--- src/rtl/instr_queue.sv ---
// instr_queue: circular FIFO of LC-3b instruction words with combinational head decode
module instr_queue #(
  parameter int DEPTH = 4
) (
  input  logic                       clk,
  input  logic                       reset,
  input  logic                       in_valid,
  input  logic [15:0]                in_word,
  output logic                       in_ready,
  input  logic                       pop,
  input  logic                       flush,
  output logic                       head_valid,
  output logic [$clog2(DEPTH+1)-1:0] count,
  output logic [3:0]                 opcode,
  output logic [2:0]                 dest,
  output logic [2:0]                 src1,
  output logic [2:0]                 src2,
  output logic [5:0]                 offset6,
  output logic [7:0]                 trapvect8,
  output logic [8:0]                 offset9,
  output logic [10:0]                offset11,
  output logic [4:0]                 imm5,
  output logic [3:0]                 imm4,
  output logic                       imm5_bit,
  output logic                       imm4_bit,
  output logic                       instr_bit11,
  output logic [15:0]                adj6,
  output logic [15:0]                adj9,
  output logic [15:0]                adj11
);
  localparam int AW = $clog2(DEPTH);
  localparam int CW = $clog2(DEPTH+1);
  logic [15:0]   mem [DEPTH];
  logic [AW-1:0] rd, wr;
  logic          push, take;
  logic [15:0]   head;
  assign in_ready   = count != CW'(DEPTH);
  assign head_valid = count != '0;
  assign push       = in_valid && in_ready && !flush;
  assign take       = pop && head_valid && !flush;
  // pointer and occupancy bookkeeping; pointers wrap naturally since DEPTH is a power of two
  always_ff @(posedge clk or posedge reset) begin
    if (reset) begin
      rd    <= '0;
      wr    <= '0;
      count <= '0;
    end else if (flush) begin
      rd    <= '0;
      wr    <= '0;
      count <= '0;
    end else begin
      rd    <= take ? rd + AW'(1) : rd;
      wr    <= push ? wr + AW'(1) : wr;
      count <= count + CW'(push) - CW'(take);
    end
  end
  // entry storage is not reset; stale contents are hidden while count is zero
  always_ff @(posedge clk) begin
    if (push) mem[wr] <= in_word;
  end
  // head decode fields, forced to zero when the queue is empty
  always_comb begin
    head        = head_valid ? mem[rd] : 16'h0;
    opcode      = head[15:12];
    dest        = head[11:9];
    src1        = head[8:6];
    src2        = head[2:0];
    offset6     = head[5:0];
    trapvect8   = head[7:0];
    offset9     = head[8:0];
    offset11    = head[10:0];
    imm5        = head[4:0];
    imm4        = head[3:0];
    imm5_bit    = head[5];
    imm4_bit    = head[4];
    instr_bit11 = head[11];
    adj6        = {{9{head[5]}}, head[5:0], 1'b0};
    adj9        = {{6{head[8]}}, head[8:0], 1'b0};
    adj11       = {{4{head[10]}}, head[10:0], 1'b0};
  end
endmodule

--- config.mk ---
export PLATFORM = sky130hd
export DESIGN_NAME = instr_queue
export DESIGN_NICKNAME = d
export VERILOG_FILES = /design/src/rtl/instr_queue.sv
export SDC_FILE = /design/constraint.sdc
export NUM_CORES = 1
export LEC_CHECK = 0
export BUFFER_PORTS_ARGS = -buffer_cell sky130_fd_sc_hd__buf_2
export CAP_MARGIN = 30
export CORE_MARGIN = 1.5
export CORE_UTILIZATION = 53
export CTS_CLUSTER_SIZE = 20
export DETAILED_ROUTE_END_ITERATION = 12
export GPL_TIMING_DRIVEN = 0
export PLACE_DENSITY = 0.83
export SKIP_LAST_GASP = 1
export SYNTH_ARGS = -nofsm -noshare
export SYNTH_HDL_FRONTEND = slang
export SYNTH_SLANG_ARGS = --single-unit
--- constraint.sdc ---
create_clock -name clk -period 3.5 [get_ports clk]
set_input_delay 0.7 -clock clk [delete_from_list [all_inputs] [get_ports clk]]
set_output_delay 0.7 -clock clk [all_outputs]
set_load 0.05 [all_outputs]
==> results of run 1 <==
-- final cells by class --
cell class	count	area (sq um)	share of cell area, %
buffer	97	723	15.9
clock inverter	7	111	2.44
inverter	9	33.8	0.741
timing repair buffer	128	641	14.1
tap	77	96.3	2.11
sequential	71	2100	46.0
multi-input combinational	69	731	16.0
clock buffer	9	124	2.72
-- synthesized netlist by cell type, drive strengths merged --
library cell	instances	area share [%]
nor2	4	0.42
buf	95	20
clkbuf	2	0.21
fa	1	0.56
o31ai	1	0.21
ha	6	2.1
conb	1	0.10
dfrtp	7	4.9
o21ai	3	0.42
nor3	3	0.73
nand2	1	0.10
xor2	2	0.49
nor2b	15	2.6
a21oi	3	0.42
nand3	2	0.28
and2	5	0.87
nor3b	1	0.21
edfxtp	64	54
mux4	16	10
or3	1	0.17
and2b	2	0.42
inv	9	0.94
-- worst paths after layout --
kind	from	endpoint	slack, ns	depth (start not counted)
setup reg to reg	count[1]	count[2]	1.03	11
hold / removal	reset	count[0]	0.28	2
max in group asynchronous	reset	count[1]	3.00	2
hold reg to reg	wr[1]	wr[1]	0.61	2
min in group clk	in_word[0]	mem[1][0]	0.56	1
setup / recovery	count[1]	adj6[8]	0.27	5
-- layer usage --
layer	vias up	part of all wire, %
met5	-	0
met4	0	1.3
met3	9	6.8
met2	85	50
met1	984	41
li1	1046	-
-- worst max-delay path, delay by kind of cell, from the launching register on --
family / cells / cell delay (ns)
flops: 1 / 0.48
simple gates: 2 / 0.85
buf+inv: 3 / 0.85
-- cells by family after synthesis --
kind of cell	synth area share [%]
compound gates	1.05
xor+xnor	0.490
fa+ha+maj	2.66
buf+inv	21.2
flops	58.6
mux	10.1
other cells	0.105
simple gates	5.84
-- registers in the layout (all words and copies together), names as in the netlist --
signal / count
rd: 2
wr: 2
count: 3
mem: 64
-- stage by stage --
stage | hold slack, ns | instance area [sq um] | setup WS, ns | util, %
after global routing | 0.288 | 4560 | 0.0736 | 71.0
after global placement | 0.581 | 4320 | 0.631 | 67.3
after detailed placement | 0.597 | 4320 | 0.574 | 67.3
after CTS | 0.273 | 4560 | 0.194 | 71.0
final | 0.280 | 4560 | 0.267 | 71.0
after floorplan | 0.503 | 3580 | 0.283 | -
==> impl_metrics.ini, run 1 <==
[critical_path]
crit_path_start_kind = flop
slowest_stage = dfrtp_1
end_kind = output pin
path_cells = nor3_4 -> clkbuf_1 -> and2b_1 -> buf_4 -> buf_2
critical_path.max_stage_delay_ns = 0.48
path_max_fanout = 17
path_class = flop to output pin
arrival_ns = 2.53
worst_ep_required_time_ns = 2.80

[clock_network]
clock_path_buffers = 2
cts_root_buf = clkbuf_8
cts_buffers = 9
cts_tree = built
clkTransAtPathRegs_ns = 0.07
hold_buffers = 0
post-cts-setup-buffers = 0
cts.sinks = 71
clk_latency_ns = 0.35
cts_max_level = 3
cts_resized = 0

[global_routing]
overflow = 0
gr-usage-met1_pct = 23.2
grt_util_met2_pct = 31.3
grt_pass1_wl_mm = 10.0
grt_use_total_pct = 18.7
grt_pass1_vias = 2004
grt-busiest-layer = met2
antenna_found_initial = 0
grt_start_max_net_pins = 18
met3_usage_pct = 3.31

[drt]
drt_iter0_markers = 173
vias = 2124
ant_nets = 0
drt_wl_total_mm = 6.52
dr.pass1.iters = 8
viasPerCell = 4.55
drc_errors = 17
wl_per_cell_um = 14.0

[floorplan]
die_h_um = 85.2
start_util_pct = 55.7
core_area_sq_um = 6420
die_w_um = 85.2
fp.dieArea_sq_um = 7250
placementRows = 29
ioPinCount = 133

[timing]
fin_crit_ns = 3.23
finalSetupViolations = 0
period_share_pct = 92.4
finalHoldViolCount = 0
drv_slew = 0
relSlewSlack_pct = 42.9
fin_tns_setup_ns = 0
skew_ns = 0.00839
worst_slew_pin_slew_ns = 0.857
fmax_mhz = 309
rsz0062_at_grt = no

[job]
drv_cap = 0

[layout]
area_delta_synth_final_pct = 27.4
drive_gt1_share_pct = 65.1
layout_commonest_cell = buf_2
antenna_cells = 0
mostFrequentLayoutCells = buf_2 (130), buf_4 (91), edfxtp_1 (64)
num-fill-cells = 438
nets = 413
stdcell_count = 467

[placed_design]
dp.cells = 451
io_buffers = 128
post-dp-hpwl_mm = 4.47
gp_congestion = 0.764

[run_status]
violations = design-rule violations
status = finished, violations left

[synth]
syn_area_sq_um = 3580
netlist-cell-type-count = 25
synth-seq-cells = 71
yosysSeqAreaShare_pct = 58.6
synth_cells = 244
postSynthAreaPerCell_sq_um = 14.7
synth_warnings = 0

[min_path]
hold_path_class = input port to async pin
Power of run 1 is not shown: default switching activity piles up to over one toggle a cycle in this logic, so the estimate is an artifact.
==> inputs of run 2 (changes only) <==
--- a/config.mk
+++ b/config.mk
@@ -5,7 +5,7 @@
 export SDC_FILE = /design/constraint.sdc
 export NUM_CORES = 1
 export LEC_CHECK = 0
-export BUFFER_PORTS_ARGS = -buffer_cell sky130_fd_sc_hd__buf_2
+export BUFFER_PORTS_ARGS = -buffer_cell sky130_fd_sc_hd__buf_4
 export CAP_MARGIN = 30
 export CORE_MARGIN = 1.5
 export CORE_UTILIZATION = 53
==> impl_metrics.ini, run 2 (synthesis results as in run 1) <==
[clock_network]
clk_latency_ns = 0.34
cts_buffers = 9
post-cts-setup-buffers = 0
cts.sinks = 71
cts_root_buf = clkbuf_8
clkTransAtPathRegs_ns = 0.06
cts_resized = 0
cts_max_level = 3
cts_tree = built
clock_path_buffers = 2
hold_buffers = 0

[critical_path]
critical_path.max_stage_delay_ns = 0.48
arrival_ns = 2.55
worst_ep_required_time_ns = 2.80
crit_path_start_kind = flop
worst-path-buf-inv = 3
cp_num_cells = 5
path_class = flop to output pin
slowest_stage = dfrtp_1
end_kind = output pin
path_cells = nor3_4 -> clkbuf_1 -> and2b_1 -> buf_4 -> buf_4
cpLargestDelayFamily = buffers and inverters
cp_common_cell = buf_4
path_max_fanout = 17
reg2regPathDepth = 11

[layout]
mostFrequentLayoutCells = buf_4 (219), edfxtp_1 (64), mux4_2 (16)
antenna_cells = 0
regMostFlops = mem
layout_commonest_cell = buf_4
largestRegisters = mem: 64 flops, count: 3 flops
area_delta_synth_final_pct = 33.7
largest_register_ffs = 64
drive_gt1_share_pct = 64.9
nets = 413

[global_routing]
grt_use_total_pct = 18.8
grt_pass1_vias = 2016
grt_pass1_wl_mm = 10.2
grt_start_max_net_pins = 18
antenna_found_initial = 0
overflow = 0

[drt]
drt_wl_total_mm = 6.76
drc_errors = 15
vias = 2145
ant_nets = 0
wl_per_cell_um = 14.6
dr.pass1.iters = 8
drt_iter0_markers = 173
viasPerCell = 4.62

[floorplan]
placementRows = 29
core_area_sq_um = 6420
ioPinCount = 133
fp.dieArea_sq_um = 7250
start_util_pct = 55.7
die_w_um = 85.2
die_h_um = 85.2

[timing]
fin_crit_ns = 3.25
worst_slew_pin_slew_ns = 0.842
finalSetupViolations = 0
finalHoldViolCount = 0
relSlewSlack_pct = 43.8
fin_tns_setup_ns = 0
skew_ns = 0.00827
rsz0062_at_grt = no
fmax_mhz = 307
drv_slew = 0
period_share_pct = 93.0

[run_status]
status = finished, violations left
violations = design-rule violations

[job]
drv_cap = 0

[placed_design]
post-dp-hpwl_mm = 4.84
gp_congestion = 0.750
io_buffers = 128

[min_path]
hold_path_class = input port to async pin
## run 2: through the flow
| step | setup slack, ns | std cells | area (sq um) | utilization, % | hold WS, ns |
|---|---|---|---|---|---|
| floorplan | 0.283 | 246 | 3580 | - | 0.503 |
| global placement | 0.638 | 451 | 4640 | 72.3 | 0.575 |
| detailed placement | 0.592 | 451 | 4640 | 72.3 | 0.605 |
| CTS | 0.206 | 464 | 4780 | 74.5 | 0.291 |
| global route | 0.00862 | 464 | 4780 | 74.5 | 0.315 |
| finish | 0.246 | 464 | 4780 | 74.5 | 0.297 |
## run 2: final cells by class
cell class | count | area [sq um]
fillers | 429 | 1640
repair buffers | 128 | 961
inverters | 9 | 33.8
multi-input cells | 69 | 731
well taps | 77 | 96.3
clock inverters | 3 | 13.8
clock buffers | 10 | 128
flip-flops and latches | 71 | 2100
plain buffers | 97 | 723
## run 2: final timing paths
check	start	endpoint	slack [ns]
worst max-delay path	count[1]	adj6[10]	0.25
worst min register to register	wr[1]	wr[1]	0.61
worst max register to register	count[1]	count[2]	0.99
max in group asynchronous	reset	rd[0]	2.99
worst min-delay path	reset	wr[1]	0.30
min in group clk	in_word[7]	mem[2][7]	0.57
## run 2: per-layer routing
layer  vias up  share of wire, %  track usage, %
met5         -                 0               0
met4         0               1.6            6.26
met3        10               8.8            7.39
met2        91                49            29.9
met1      1006                40            23.7
li1       1038                 -               -
Power of run 2 is left out for the same reason.
==> inputs of run 3 (changes only) <==
--- a/config.mk
+++ b/config.mk
@@ -12,7 +12,7 @@
 export CTS_CLUSTER_SIZE = 20
 export DETAILED_ROUTE_END_ITERATION = 12
 export GPL_TIMING_DRIVEN = 0
-export PLACE_DENSITY = 0.83
+export PLACE_DENSITY = 0.91
 export SKIP_LAST_GASP = 1
 export SYNTH_ARGS = -nofsm -noshare
 export SYNTH_HDL_FRONTEND = slang
==> impl_metrics.ini, run 3 (synthesis results as in run 1) <==
[clock_network]
cts_resized = 0
cts_root_buf = clkbuf_8
hold_buffers = 0
cts_max_level = 3
post-cts-setup-buffers = 0
cts_buffers = 9
cts_tree = built
clkTransAtPathRegs_ns = 0.07
clk_latency_ns = 0.33
cts.sinks = 71
clock_path_buffers = 2

[global_routing]
grt_pass1_vias = 2059
antenna_found_initial = 0
overflow = 0
grt_start_max_net_pins = 18
grt_use_total_pct = 19.2
grt_pass1_wl_mm = 10.4

[timing]
finalHoldViolCount = 0
worst_slew_pin_slew_ns = 0.897
fin_tns_setup_ns = 0
skew_ns = 0.00796
fin_crit_ns = 3.23
finalSetupViolations = 0
period_share_pct = 92.2
worst_slack_ns = 0.271
fmax_mhz = 310
rsz0062_at_grt = no
drv_slew = 0
relSlewSlack_pct = 40.2

[critical_path]
path_class = flop to output pin
ff2ff_setup_slack_ns = 0.95
worst_ep_required_time_ns = 2.80
arrival_ns = 2.53
worstSetupStartpoint = count[1]
crit_path_start_kind = flop
path_max_fanout = 17
rr_startpoint = count[1]
reg2regPathDepth = 11
end_kind = output pin
r2r_end = count[2]

[layout]
seqCellArea_sq_um = 2100
largestRegisters = mem: 64 flops, count: 3 flops
antenna_cells = 0
mostFrequentLayoutCells = buf_4 (219), edfxtp_1 (64), mux4_2 (16)
area_delta_synth_final_pct = 34.1
drive_gt1_share_pct = 65.1
nets = 413
regMostFlops = mem
multi_input_area_sq_um = 731
largest_register_ffs = 64
layout_commonest_cell = buf_4
num-fill-cells = 392

[drt]
drt_wl_total_mm = 6.89
ant_nets = 0
drc_errors = 14
wl_per_cell_um = 14.7
viasPerCell = 4.63
drt_iter0_markers = 153
dr.pass1.iters = 8
vias = 2164

[placed_design]
post-dp-hpwl_mm = 4.99
gp_congestion = 0.756
dp_slack_ns = 0.569
io_buffers = 128

[run_status]
status = finished, violations left
violations = design-rule violations

[floorplan]
ioPinCount = 133
core_area_sq_um = 6420
die_w_um = 85.2
fp.dieArea_sq_um = 7250
die_h_um = 85.2
start_util_pct = 55.7
placementRows = 29

[job]
drv_cap = 0

[min_path]
hold_path_class = input port to async pin
==> run 3: changes by cell type in the layout (fill, tap and decap cells not counted), sizes merged <==
cell / previous run / this run
clkinv: 3 / 5
clkbuf: 12 / 13
==> run 3: layout make-up <==
cell class | instances | share of cell area [%]
Clock buffer | 11 | 2.74
Tap cell | 77 | 2.01
Clock inverter | 5 | 0.522
Sequential cell | 71 | 43.7
Multi-Input combinational cell | 69 | 15.2
Timing Repair Buffer | 128 | 20.0
Buffer | 97 | 15.1
Inverter | 9 | 0.704
==> run 3: worst max-delay path, stage by stage, from the launching register on <==
cell	delay [ns]
dfrtp_1	0.50
nor3_4	0.47
clkbuf_1	0.41
and2b_1	0.41
buf_4	0.22
buf_4	0.18
==> run 3: worst max path at each step <==
stage	end	slack (ns)	cells past startpoint
5_1_grt	adj6[8]	0.02	5
6_report	adj6[8]	0.27	5
3_5_place_dp	adj6[8]	0.57	5
4_1_cts	adj6[8]	0.19	5
2_1_floorplan	adj9[10]	0.28	4
3_3_place_gp	adj6[8]	0.61	5
==> run 3: per-stage QoR <==
stage	cell area [sq um]	util, %	hold WS (ns)	std cells
2_1_floorplan	3580	-	0.503	246
3_3_place_gp	4640	72.3	0.585	451
4_1_cts	4800	74.7	0.300	467
6_report	4800	74.7	0.302	467
3_5_place_dp	4640	72.3	0.598	451
5_1_grt	4800	74.7	0.319	467
==> run 3: per-layer routing <==
layer / GRT usage [%] / vias to the layer above / part of all wire, %
li1: - / 1046 / -
met1: 22.3 / 993 / 39
met2: 33.9 / 113 / 50
met3: 5.64 / 12 / 8.7
met4: 7.00 / 0 / 2.1
met5: 0 / - / 0
Power of run 3 is left out for the same reason.
